[src/rtl/mbldcm_pkg.sv]
// Shared types and helpers for the BLDC commutation sequencer.
// Local-phase arithmetic and raw high/low side decode live here so they can be reused.
package mbldcm_pkg;

  typedef struct packed {
    logic high;
    logic low;
  } raw_drive_t;

  // Adds stages before subtracting so the offset never underflows.
  function automatic int unsigned local_phase(input int unsigned phase,
                                              input int unsigned offset,
                                              input int unsigned stages);
    return (phase + stages - offset) % stages;
  endfunction

  function automatic raw_drive_t decode_raw(input int unsigned lph,
                                            input int unsigned on_stages,
                                            input int unsigned stages);
    raw_drive_t r;
    r.high = (lph < on_stages);
    r.low  = (lph >= stages / 2) && (lph < stages / 2 + on_stages);
    return r;
  endfunction

endpackage

[src/rtl/mbldcm_deadtime.sv]
// Single-bit dead-time inserter: delays rising edges by iDeadTime+1 cycles,
// passes falling edges after one cycle.
module mbldcm_deadtime #(
  parameter int unsigned pDeadW = 4
) (
  input  logic              iClk,
  input  logic              iRst_n,
  input  logic              iClr,
  input  logic              iRaw,
  input  logic [pDeadW-1:0] iDeadTime,
  output logic              oOut
);

  logic [pDeadW-1:0] cnt_q, cnt_d;
  logic              out_q, out_d;

  always_comb begin
    cnt_d = cnt_q;
    out_d = 1'b0;
    if (iClr || !iRaw) begin
      cnt_d = '0;
    end else if (cnt_q == iDeadTime) begin
      out_d = 1'b1;
    end else begin
      cnt_d = cnt_q + pDeadW'(1);
    end
  end

  always_ff @(posedge iClk or negedge iRst_n) begin
    if (!iRst_n) begin
      cnt_q <= '0;
      out_q <= 1'b0;
    end else begin
      cnt_q <= cnt_d;
      out_q <= out_d;
    end
  end

  assign oOut = out_q;

endmodule

[src/rtl/mbldcm_phase_sequencer.sv]
// Multi-channel BLDC commutation sequencer: prescaled phase counter plus
// per-channel high/low drive decode with dead-time insertion.
module mbldcm_phase_sequencer
  import mbldcm_pkg::*;
#(
  parameter int unsigned pChannels = 3,
  parameter int unsigned pStages   = 12,
  parameter int unsigned pOnStages = 2,
  parameter int unsigned pPeriodW  = 16,
  parameter int unsigned pDeadW    = 4,
  localparam int unsigned pPhaseW  = $clog2(pStages)
) (
  input  logic                 iClk,
  input  logic                 iRst_n,
  input  logic                 iEnable,
  input  logic                 iDir,
  input  logic [pPeriodW-1:0]  iPeriod,
  input  logic [pDeadW-1:0]    iDeadTime,
  input  logic                 iPhaseLoad,
  input  logic [pPhaseW-1:0]   iPhaseInit,
  output logic [pPhaseW-1:0]   oPhase,
  output logic                 oStep,
  output logic [pChannels-1:0] oPulseH,
  output logic [pChannels-1:0] oPulseL
);

  localparam logic [pPhaseW-1:0] LastPhase = pPhaseW'(pStages - 1);

  logic [pPeriodW-1:0] pre_q, pre_d;
  logic [pPhaseW-1:0]  phase_q, phase_d;
  logic                step_q, step_d;

  always_comb begin
    pre_d   = pre_q;
    phase_d = phase_q;
    step_d  = 1'b0;
    if (iPhaseLoad) begin
      phase_d = (32'(iPhaseInit) >= pStages) ? '0 : iPhaseInit;
      pre_d   = '0;
    end else if (!iEnable || (iPeriod == '0)) begin
      pre_d = '0;
    end else if (pre_q >= iPeriod - pPeriodW'(1)) begin
      // >= so that shrinking iPeriod below the running count steps immediately
      pre_d  = '0;
      step_d = 1'b1;
      if (iDir) begin
        phase_d = (phase_q == '0) ? LastPhase : phase_q - pPhaseW'(1);
      end else begin
        phase_d = (phase_q == LastPhase) ? '0 : phase_q + pPhaseW'(1);
      end
    end else begin
      pre_d = pre_q + pPeriodW'(1);
    end
  end

  always_ff @(posedge iClk or negedge iRst_n) begin
    if (!iRst_n) begin
      pre_q   <= '0;
      phase_q <= '0;
      step_q  <= 1'b0;
    end else begin
      pre_q   <= pre_d;
      phase_q <= phase_d;
      step_q  <= step_d;
    end
  end

  assign oPhase = phase_q;
  assign oStep  = step_q;

  for (genvar k = 0; k < pChannels; k++) begin : g_ch
    localparam int unsigned Offset = k * pStages / pChannels;

    raw_drive_t raw;

    always_comb begin
      raw = decode_raw(local_phase(32'(phase_q), Offset, pStages), pOnStages, pStages);
    end

    mbldcm_deadtime #(
      .pDeadW(pDeadW)
    ) u_dt_h (
      .iClk     (iClk),
      .iRst_n   (iRst_n),
      .iClr     (~iEnable),
      .iRaw     (raw.high),
      .iDeadTime(iDeadTime),
      .oOut     (oPulseH[k])
    );

    mbldcm_deadtime #(
      .pDeadW(pDeadW)
    ) u_dt_l (
      .iClk     (iClk),
      .iRst_n   (iRst_n),
      .iClr     (~iEnable),
      .iRaw     (raw.low),
      .iDeadTime(iDeadTime),
      .oOut     (oPulseL[k])
    );
  end

endmodule

[config.mk]
export PLATFORM = sky130hd
export DESIGN_NAME = mbldcm_phase_sequencer
export DESIGN_NICKNAME = d
export VERILOG_FILES = /design/src/rtl/mbldcm_pkg.sv /design/src/rtl/mbldcm_deadtime.sv /design/src/rtl/mbldcm_phase_sequencer.sv
export SDC_FILE = /design/constraint.sdc
export NUM_CORES = 1
export LEC_CHECK = 0
export ABC_AREA = 1
export ABC_CLOCK_PERIOD_IN_PS = 11300
export BUFFER_PORTS_ARGS = -buffer_cell sky130_fd_sc_hd__buf_2
export CORE_MARGIN = 1.5
export CORE_UTILIZATION = 40
export DETAILED_ROUTE_END_ITERATION = 10
export GPL_TIMING_DRIVEN = 1
export SLEW_MARGIN = 20
export SYNTH_ARGS = -nofsm -noshare
export SYNTH_HDL_FRONTEND = slang
export SYNTH_SLANG_ARGS = --single-unit
[constraint.sdc]
create_clock -name iClk -period 11.3 [get_ports iClk]
set_input_delay 2.26 -clock iClk [delete_from_list [all_inputs] [get_ports iClk]]
set_output_delay 2.26 -clock iClk [all_outputs]
set_load 0.02 [all_outputs]
## After elaboration in Yosys (flattened, before gate mapping)

Cells that the tools add are included.

| storage, ports and cells | value |
|---|---|
| flip-flop bits (word level) | 51 |
| latch bits | 0 |
| RAM bits | 0 |
| bits in read-only memories | 0 |
| input port bits | 29 |
| logic and storage cells | 115 |
| memories kept | 0 |

| operators by class | value |
|---|---|
| $add $sub $neg | 13 |
| multiply operators | 0 |
| divide/modulo/power cells | 3 |
| $lt $le $gt $ge | 11 |
| eq/ne operators | 14 |
| shift operators | 0 |
| mux-type cells | 37 |
| bitwise gates (word level) | 1 |
| reduce and logical (&&, ||, !) cells | 21 |

Operator list:

| operator | count |
|---|---|
| $ge A32 B3 Y1 const B | 3 |
| $lt A32 B2 Y1 const B | 3 |
| $lt A32 B4 Y1 const B | 3 |
| $mod A32 B4 Y32 const B | 3 |
| $mux W4 | 19 |
| $mux W16 | 3 |
| $sub A32 B3 Y32 const B | 1 |
| $add A4 B1 Y4 const B | 7 |
| $eq A4 B4 Y1 | 6 |
| $add A16 B1 Y16 const B | 1 |
| $ge A16 B16 Y1 | 1 |
| $logic_not A16 Y1 | 1 |
| $sub A16 B1 Y16 const B | 1 |
| $mux W1 | 15 |
| $ne A2 B1 Y1 const B | 6 |
| $logic_not A1 Y1 | 7 |
| $logic_or A1 B1 Y1 | 7 |
| $sub A5 B4 Y6 const B | 1 |
| $add A4 B4 Y5 const B | 1 |
| $eq A4 B4 Y1 const B | 1 |
| $ge A4 B4 Y1 const B | 1 |
| $logic_not A4 Y1 | 1 |
| $sub A4 B1 Y4 const B | 1 |
| $logic_and A1 B1 Y1 | 3 |
| other kinds (4) | 4 |

## Logic depth before layout (Yosys ltp)

Gate-level depths: netlist (run 1).

| depth | value |
|---|---|
| depth after elaboration | 8 |
| mapped depth | 53 |
| depth with buffers taken out | 51 |

## Modules after synthesis

A second synthesis (run 1) with hierarchy kept.

| second synthesis, totals | value |
|---|---|
| cell total of the unflattened synthesis | 833 |
| area total of the unflattened synthesis | 5661.7 µm² |

Modules (own cells, without submodules):

| module | times used | cells each | area each (µm²) | sequential area each (µm²) |
|---|---|---|---|---|
| mbldcm_phase_sequencer | 1 | 503 | 3244.4 | 525.5 |
| mbldcm_deadtime | 6 | 55 | 402.9 | 125.1 |

## Worst setup path before layout (run 1)

No wires, ideal clock.

| timing path | value |
|---|---|
| path type | input -> register |
| start | input port iPeriod[0] |
| end | register pre_q[10] |
| library setup time | 0.131 ns |
| data arrival time | 4.721 ns |
| setup slack | 6.448 ns |
| stages | 19 |
| path buffers | 1 |
| cell sequence | inv_1 > ha_1 > nand2_1 > nor3_1 > nand3b_1 > nor3_1 > nand2_1 > o31ai_1 > inv_1 > nor2_1 > ha_1 > nand2_1 > inv_1 > nand3_1 > o2111ai_1 > inv_1 > nand3_1 > clkbuf_1 > nor2_1 |

| on the way | value |
|---|---|
| cells in the longest elaborated chain, start to end | 5 |
| elaborated cells between the ends (all ways) | 7 |
| those cells by class | 1 x add/sub; 1 x order compare; 3 x mux; 2 x reduce/logical |

Ends and longest elaborated chain:

| element | line | RTL |
|---|---|---|
| start, declared | mbldcm_phase_sequencer.sv:17 | `input logic [pPeriodW-1:0] iPeriod,` |
| $sub A16 B1 Y16 | mbldcm_phase_sequencer.sv:42 | `end else if (pre_q >= iPeriod - pPeriodW'(1)) begin` |
| $ge A16 B16 Y1 | mbldcm_phase_sequencer.sv:42 |  |
| $mux W16 | mbldcm_phase_sequencer.sv:42 |  |
| $mux W16 * | mbldcm_phase_sequencer.sv:40 | `end else if (!iEnable \|\| (iPeriod == '0)) begin` |
| $mux W16 * | mbldcm_phase_sequencer.sv:37 | `if (iPhaseLoad) begin` |
| net pre_d[10] | mbldcm_phase_sequencer.sv:29 | `logic [pPeriodW-1:0] pre_q, pre_d;` |
| end signal, assigned | mbldcm_phase_sequencer.sv:62 | `pre_q <= pre_d;` |
| end, declared | mbldcm_phase_sequencer.sv:29 |  |

The timed path passes the listed nets; every way through them passes the cells marked *.
A chain may end at the register's enable or synchronous reset.

## Worst setup path after layout (run 1)

| timing path | value |
|---|---|
| start | register phase_q[2] (netlist: oPhase[2]) |
| end | register g_ch[1].u_dt_l.cnt_q[0] |

| on the way | value |
|---|---|
| cells in the longest elaborated chain, start to end | 8 |
| elaborated cells between the ends (all ways) | 10 |
| those cells by class | 2 x add/sub; 1 x div; 2 x order compare; 1 x eq/ne; 1 x mux; 3 x reduce/logical |

Ends and longest elaborated chain:

| element | line | RTL |
|---|---|---|
| start, declared | mbldcm_phase_sequencer.sv:30 | `logic [pPhaseW-1:0] phase_q, phase_d;` |
| start signal, assigned | mbldcm_phase_sequencer.sv:63 | `phase_q <= phase_d;` |
| $add A4 B4 Y5 * | mbldcm_pkg.sv:14 | `return (phase + stages - offset) % stages;` |
| $sub A32 B3 Y32 * | mbldcm_pkg.sv:14 |  |
| $mod A32 B4 Y32 * | mbldcm_pkg.sv:14 |  |
| $ge A32 B3 Y1 / $lt A32 B4 Y1 (equally long branches) | mbldcm_pkg.sv:22 | `r.low = (lph >= stages / 2) && (lph < stages / 2 + on_stages);` |
| $logic_and A1 B1 Y1 * | mbldcm_pkg.sv:22 |  |
| $logic_not A1 Y1 * | mbldcm_deadtime.sv:20 | `if (iClr \|\| !iRaw) begin` |
| $logic_or A1 B1 Y1 * | mbldcm_deadtime.sv:20 |  |
| $ne A2 B1 Y1 (no source line) / $mux W4 (equally long branches) | - |  |
| end signal, assigned | mbldcm_deadtime.sv:34 | `cnt_q <= cnt_d;` |
| end, declared | mbldcm_deadtime.sv:14 | `logic [pDeadW-1:0] cnt_q, cnt_d;` |

Mark *: on every way between the ends. The rest lies on a longest branch, timed or not.

==> results.toml, run 1 <==
[worst_setup_path]
critPathLaunchType = "flop"
worstSetupEndpointType = "flop"
reg2reg_from = "oPhase[2]"
cp_slowest_cell = "dfrtp_1"
worstPathBufferInverterCount = 2
crit_fanout = 15
reg2reg_to = "g_ch[1].u_dt_l.cnt_q[0]"
critPathKind = "flop to flop"
crit_top_cell = "nand2_1"
crit_family = "simple AND/OR/NAND/NOR gates"
cp.required_ns = 11.50
rr_worst_depth = 43
cp_slowest_stage_delay_ns = 0.59
arrival_ns = 6.01
r2r_slack_ns = 5.49

[die]
num_rows = 39
core_mm2 = 0.01152
ios = 40
die_y_um = 112.1
initial_core_util_pct = 41.36
die-area_mm2 = 0.01257
die_w_um = 112.1

[global_routing]
grt_pass1_wl_um = 18150
antenna_found_initial = 0
overflow = 0
first_global_vias = 4144
grt_max_degree = 52
grt_usage_pct = 17.04

[cts]
h-tree-depth = 2
postCtsSetupRepairBufs = 0
cts_made_buffers = 5
clock_latency_ns = 0.28
cts_tree = "done"
cts_buffer_depth = 2
cts-root-buf = "clkbuf_16"
cts.hold.buffers_added = 0
cts_sinks = 51
post_cts_resized = 0
path_clk_slew_ns = 0.07

[detailed_routing]
vias = 4188
viasPerCell = 5.101
wire_per_inst_um = 12.26
routed_wl_um = 10070
first_pass_iters = 7
drtIter0Drc = 199
drtAntennaViolNets = 0
post-route-drc-count = 4

[placed_design]
placement.cell_area_mm2 = 0.005040
gp_congestion = 0.8995
dp_slack_ns = 5.566
dpl.hpwl_um = 8049
post-place-cells = 814
io_buffer_count = 39

[power_and_ir_drop]
power.density_mw_per_mm2 = 110.6
ir_drop_mv = 0.06665
power_leakage_nw = 2.598

[cells_and_area]
stdcell_count = 821
multi_input_area_mm2 = 0.003079
syn_to_final_growth_pct = 8.826
fill_cells = 1136
final_area_mm2 = 0.005184
num-nets-final = 743
drive_gt1_share_pct = 14.60
final_common_cell = "nand2_1"
ff_latch_area_mm2 = 0.001276
diodes = 0
layout_common_cells = "nand2_1 (122), inv_1 (69), nor2_1 (64)"

[logic_synthesis]
syn_area_per_cell_um2 = 7.362
synth.cell_area_mm2 = 0.004763
synth_top_area_share_pct = 26.79
syn-num-nets = 712
synth-seq-cells = 51
yosysSeqAreaShare_pct = 26.79
synth_top_area_cell = "dfrtp_1"
synth.top_cells.by_area = "dfrtp_1 (27%), nand2_1 (9.6%), ha_1 (9.5%)"
syn_inst = 647
yosysUniqueCellTypes = 48
ys_warn_count = 0

[status]
violations = "design-rule violations"
run_status = "finished, violations left"

[timing]
hold_viol = 0
tns_ns = 0
skew_ns = 0.005916
worstMarginPinSlew_ns = 0.6368
holdWs_ns = 0.5158
min_period_ns = 5.813
finalSetupViolations = 0
timing.final.crit_share_pct = 51.44
slew-limit-headroom_pct = 57.43
slew_violations = 0
rsz0062_at_grt = "false"
setup_ws_ns = 5.487
fmax_mhz = 172.0

[hold_path]
worstHoldStart = "pre_q[0]"
whs_path_depth = 1
hold_end = "pre_q[0]"
hold_path.class = "flop to flop"

[flow_run]
maxCapViolations = 0
## Yosys cell counts, drive strengths merged
cell     number
ha           36
nor3         18
nand3b        6
and3          2
a22oi         1
o21ai        23
xor2         32
clkbuf        5
a32o          1
nor2         70
o31ai         2
o2111ai       1
o21bai        1
clkinv        1
a21oi        15
mux2i         2
a211oi        1
nor3b         5
xnor2        32
o32ai         1
buf          11
dfrtp        51
inv          79
nand4        29
a21boi        1
nand3        67
o211ai        6
a31oi         4
or2           1
a21o          1
o21a          1
nand2       141
## per-stage QoR
stage,power [W],util (%)
floorplan,0.0003811,-
global placement,0.0004227,43.76
detailed placement,0.0004280,43.76
CTS,0.0005772,45.01
global route,0.0006195,45.01
finish,0.0005733,45.01
## logic make-up after synthesis
logic type | share of synthesized area (%)
buffers and inverters | 8.563
AOI/OAI and AO/OA | 7.776
DFF | 26.79
adders and majority gates | 9.456
xor gates and xnor gates | 11.77
and+or+nand+nor | 35.22
muxes | 0.4203
## report_power, final
part           leakage (nW)  internal [W]  switching [W]  total, W
registers             0.704      0.000187     0.00000862  0.000196
logic                  1.82     0.0000798       0.000150  0.000230
clock network        0.0727     0.0000865      0.0000614  0.000148
total                  2.60      0.000353       0.000220  0.000573
## routing by layer
layer	up-vias	global-route usage, %	share of wire (%)
met3	12	2.916	3.5
met4	0	5.232	1.5
met2	64	30.72	50
li1	2195	-	-
met1	1917	20.79	45
met5	-	0	0
## layout make-up
class	instances	area share (%)
Sequential cell	51	24.62
Timing Repair Buffer	40	3.910
Clock inverter	1	0.09655
Tap cell	143	3.452
Inverter	80	5.841
Clock buffer	6	2.679
Multi-Input combinational cell	500	59.40
## sequential cells by signal, indices dropped and copies added, names as in the netlist
| signal | count |
|---|---|
| oPhase | 4 |
| oStep | 1 |
| g_ch.u_dt_h.cnt_q | 12 |
| pre_q | 16 |
| g_ch.u_dt_l.cnt_q | 12 |
| g_ch.u_dt_h.oOut | 3 |
| g_ch.u_dt_l.oOut | 3 |
## how the worst max path moves through the flow
stage / endpoint / start / slack, ns / depth (start not counted)
3_5_place_dp: g_ch[1].u_dt_l.cnt_q[0] / oPhase[2] / 5.57 / 43
6_report: g_ch[1].u_dt_l.cnt_q[0] / oPhase[2] / 5.49 / 43
4_1_cts: g_ch[1].u_dt_l.cnt_q[0] / oPhase[2] / 5.52 / 43
2_1_floorplan: pre_q[10] / iPeriod[0] / 6.45 / 19
3_3_place_gp: g_ch[1].u_dt_l.cnt_q[0] / oPhase[2] / 5.73 / 43
5_1_grt: g_ch[1].u_dt_l.cnt_q[1] / oPhase[2] / 4.72 / 43
Note: power is estimated with default switching activity, not from simulation.
==> run 2, diff against run 1 <==
--- a/config.mk
+++ b/config.mk
@@ -6,7 +6,7 @@
 export NUM_CORES = 1
 export LEC_CHECK = 0
 export ABC_AREA = 1
-export ABC_CLOCK_PERIOD_IN_PS = 11300
+export ABC_CLOCK_PERIOD_IN_PS = 6100
 export BUFFER_PORTS_ARGS = -buffer_cell sky130_fd_sc_hd__buf_2
 export CORE_MARGIN = 1.5
 export CORE_UTILIZATION = 40
==> constraint.sdc (replaced) <==
create_clock -name iClk -period 6.1 [get_ports iClk]
set_input_delay 1.22 -clock iClk [delete_from_list [all_inputs] [get_ports iClk]]
set_output_delay 1.22 -clock iClk [all_outputs]
set_load 0.02 [all_outputs]
==> run 2 against run 1 <==
  * The run still ends with design-rule violations left
  * Via count up 1.5%
  * Setup slack worse by 4.8 ns
  * Largest power group unchanged
  * Sequential power up 84%
  * Global-route usage up 0.22 points
  * Die area unchanged
  * First-iteration DRC count up 6.5%
  * Combinational power up 89%
  * Critical path depth down 5
  * Final cell count up 0.37%
  * Clock power up 140%
  * Worst hold slack worse by 0.029 ns
  * Power up 100%
  * Critical endpoint is now g_ch[1].u_dt_l.cnt_q[3]
==> results.toml, run 2 (synthesis results as in run 1) <==
[status]
run_status = "finished, violations left"
violations = "design-rule violations"

[cells_and_area]
num-nets-final = 744
multi_input_area_mm2 = 0.003094
drive_gt1_share_pct = 15.15
syn_to_final_growth_pct = 10.38
layout_common_cells = "nand2_1 (122), inv_1 (69), nor2_1 (64)"
fill_cells = 1168
reg_top3 = "pre_q x16, g_ch.u_dt_h.cnt_q x12, g_ch.u_dt_l.cnt_q x12"
ff_latch_area_mm2 = 0.001276
stdcell_count = 824
final_common_cell = "nand2_1"
largest_register = "pre_q"
largest_register_ffs = 16

[detailed_routing]
viasPerCell = 5.159
post-route-drc-count = 2
drtIter0Drc = 212
wire_per_inst_um = 12.71
routed_wl_um = 10470
vias = 4251
first_pass_iters = 9
drtAntennaViolNets = 0

[power_and_ir_drop]
ir_drop_mv = 0.1072
power.density_mw_per_mm2 = 219.3
power_leakage_nw = 2.620

[global_routing]
grt_max_degree = 42
antenna_found_initial = 1
first_global_vias = 4194
overflow = 0
grt_usage_pct = 17.26
grt_pass1_wl_um = 18320

[timing]
fmax_mhz = 183.3
slew-limit-headroom_pct = 56.77
timing.final.crit_share_pct = 89.41
hold_viol = 0
skew_ns = 0.004320
slew_violations = 0
finalSetupViolations = 0
rsz0062_at_grt = "false"
tns_ns = 0
worstMarginPinSlew_ns = 0.6467
min_period_ns = 5.454

[worst_setup_path]
worstSetupEndpointType = "flop"
cp.required_ns = 6.29
cp_slowest_stage_delay_ns = 0.48
worstPathBufferInverterCount = 3
crit_family = "simple AND/OR/NAND/NOR gates"
critPathKind = "flop to flop"
crit_top_cell = "nand2_1"
crit_fanout = 15
arrival_ns = 5.65
cp_slowest_cell = "dfrtp_1"
critPathLaunchType = "flop"

[placed_design]
gp_congestion = 0.9112
dpl.hpwl_um = 8337
post-place-cells = 815
io_buffer_count = 39

[cts]
cts_sinks = 51
clock_latency_ns = 0.29
cts_made_buffers = 5
post_cts_resized = 0
cts.hold.buffers_added = 0
h-tree-depth = 2
cts_buffer_depth = 2
cts_tree = "done"
path_clk_slew_ns = 0.07
cts-root-buf = "clkbuf_16"
postCtsSetupRepairBufs = 0

[die]
die_y_um = 112.1
num_rows = 39
initial_core_util_pct = 41.36
die_w_um = 112.1
die-area_mm2 = 0.01257
core_mm2 = 0.01152
ios = 40

[flow_run]
maxCapViolations = 0

[hold_path]
hold_path.class = "flop to flop"
[run 2: metal layers]
| metal | vias to the layer above | GRT usage, % | wire length, um |
|---|---|---|---|
| li1 | 2195 | - | - |
| met1 | 1957 | 20.22 | 4718 |
| met2 | 81 | 32.35 | 5156 |
| met3 | 18 | 2.322 | 362 |
| met4 | 0 | 5.823 | 233 |
| met5 | - | 0 | 0 |
[run 2: worst paths after layout]
check,start,to,slack (ns),cells past startpoint
max,oPhase[3],g_ch[1].u_dt_l.cnt_q[3],0.65,38
min,pre_q[0],pre_q[0],0.49,1
max reg2reg,oPhase[3],g_ch[1].u_dt_l.cnt_q[3],0.65,38
min reg2reg,pre_q[0],pre_q[0],0.49,1
max in group asynchronous,iRst_n,g_ch[0].u_dt_l.cnt_q[1],4.51,2
min in group asynchronous,iRst_n,pre_q[0],0.80,1
[run 2: metrics by stage]
step,setup WS [ns],cell area (um2),hold WS (ns),total power (W),utilization [%]
2_1_floorplan,1.277,4763,0.4547,0.0007060,-
3_3_place_gp,0.7534,5047,0.4806,0.0007841,43.83
3_5_place_dp,0.5284,5047,0.4848,0.0007954,43.83
4_1_cts,0.4573,5240,0.4945,0.001157,45.50
5_1_grt,0.06834,5258,0.5152,0.001233,45.65
6_report,0.6459,5258,0.4871,0.001153,45.65
[run 2: final cells by class]
| class | count | area share [%] |
|---|---|---|
| multi-input combinational | 500 | 58.85 |
| sequential | 51 | 24.27 |
| inverter | 80 | 5.759 |
| timing repair buffer | 41 | 3.998 |
| tap | 143 | 3.403 |
| clock buffer | 5 | 2.380 |
| clock inverter | 3 | 1.285 |
| antenna | 1 | 0.04760 |
[run 2: worst reg2reg max path: cells and delay by family (launching register included)]
| kind | cells | cell delay, ns |
|---|---|---|
| flops | 1 | 0.48 |
| buf+inv | 3 | 0.46 |
| simple gates | 33 | 3.72 |
| fa+ha+maj | 1 | 0.37 |
| compound gates | 1 | 0.32 |
[run 2: power breakdown]
| group | switching, W | leakage, nW | internal, W |
|---|---|---|---|
| registers | 0.0000141 | 0.704 | 0.000346 |
| logic | 0.000284 | 1.83 | 0.000151 |
| clock network | 0.000123 | 0.0900 | 0.000235 |
| total | 0.000420 | 2.62 | 0.000733 |
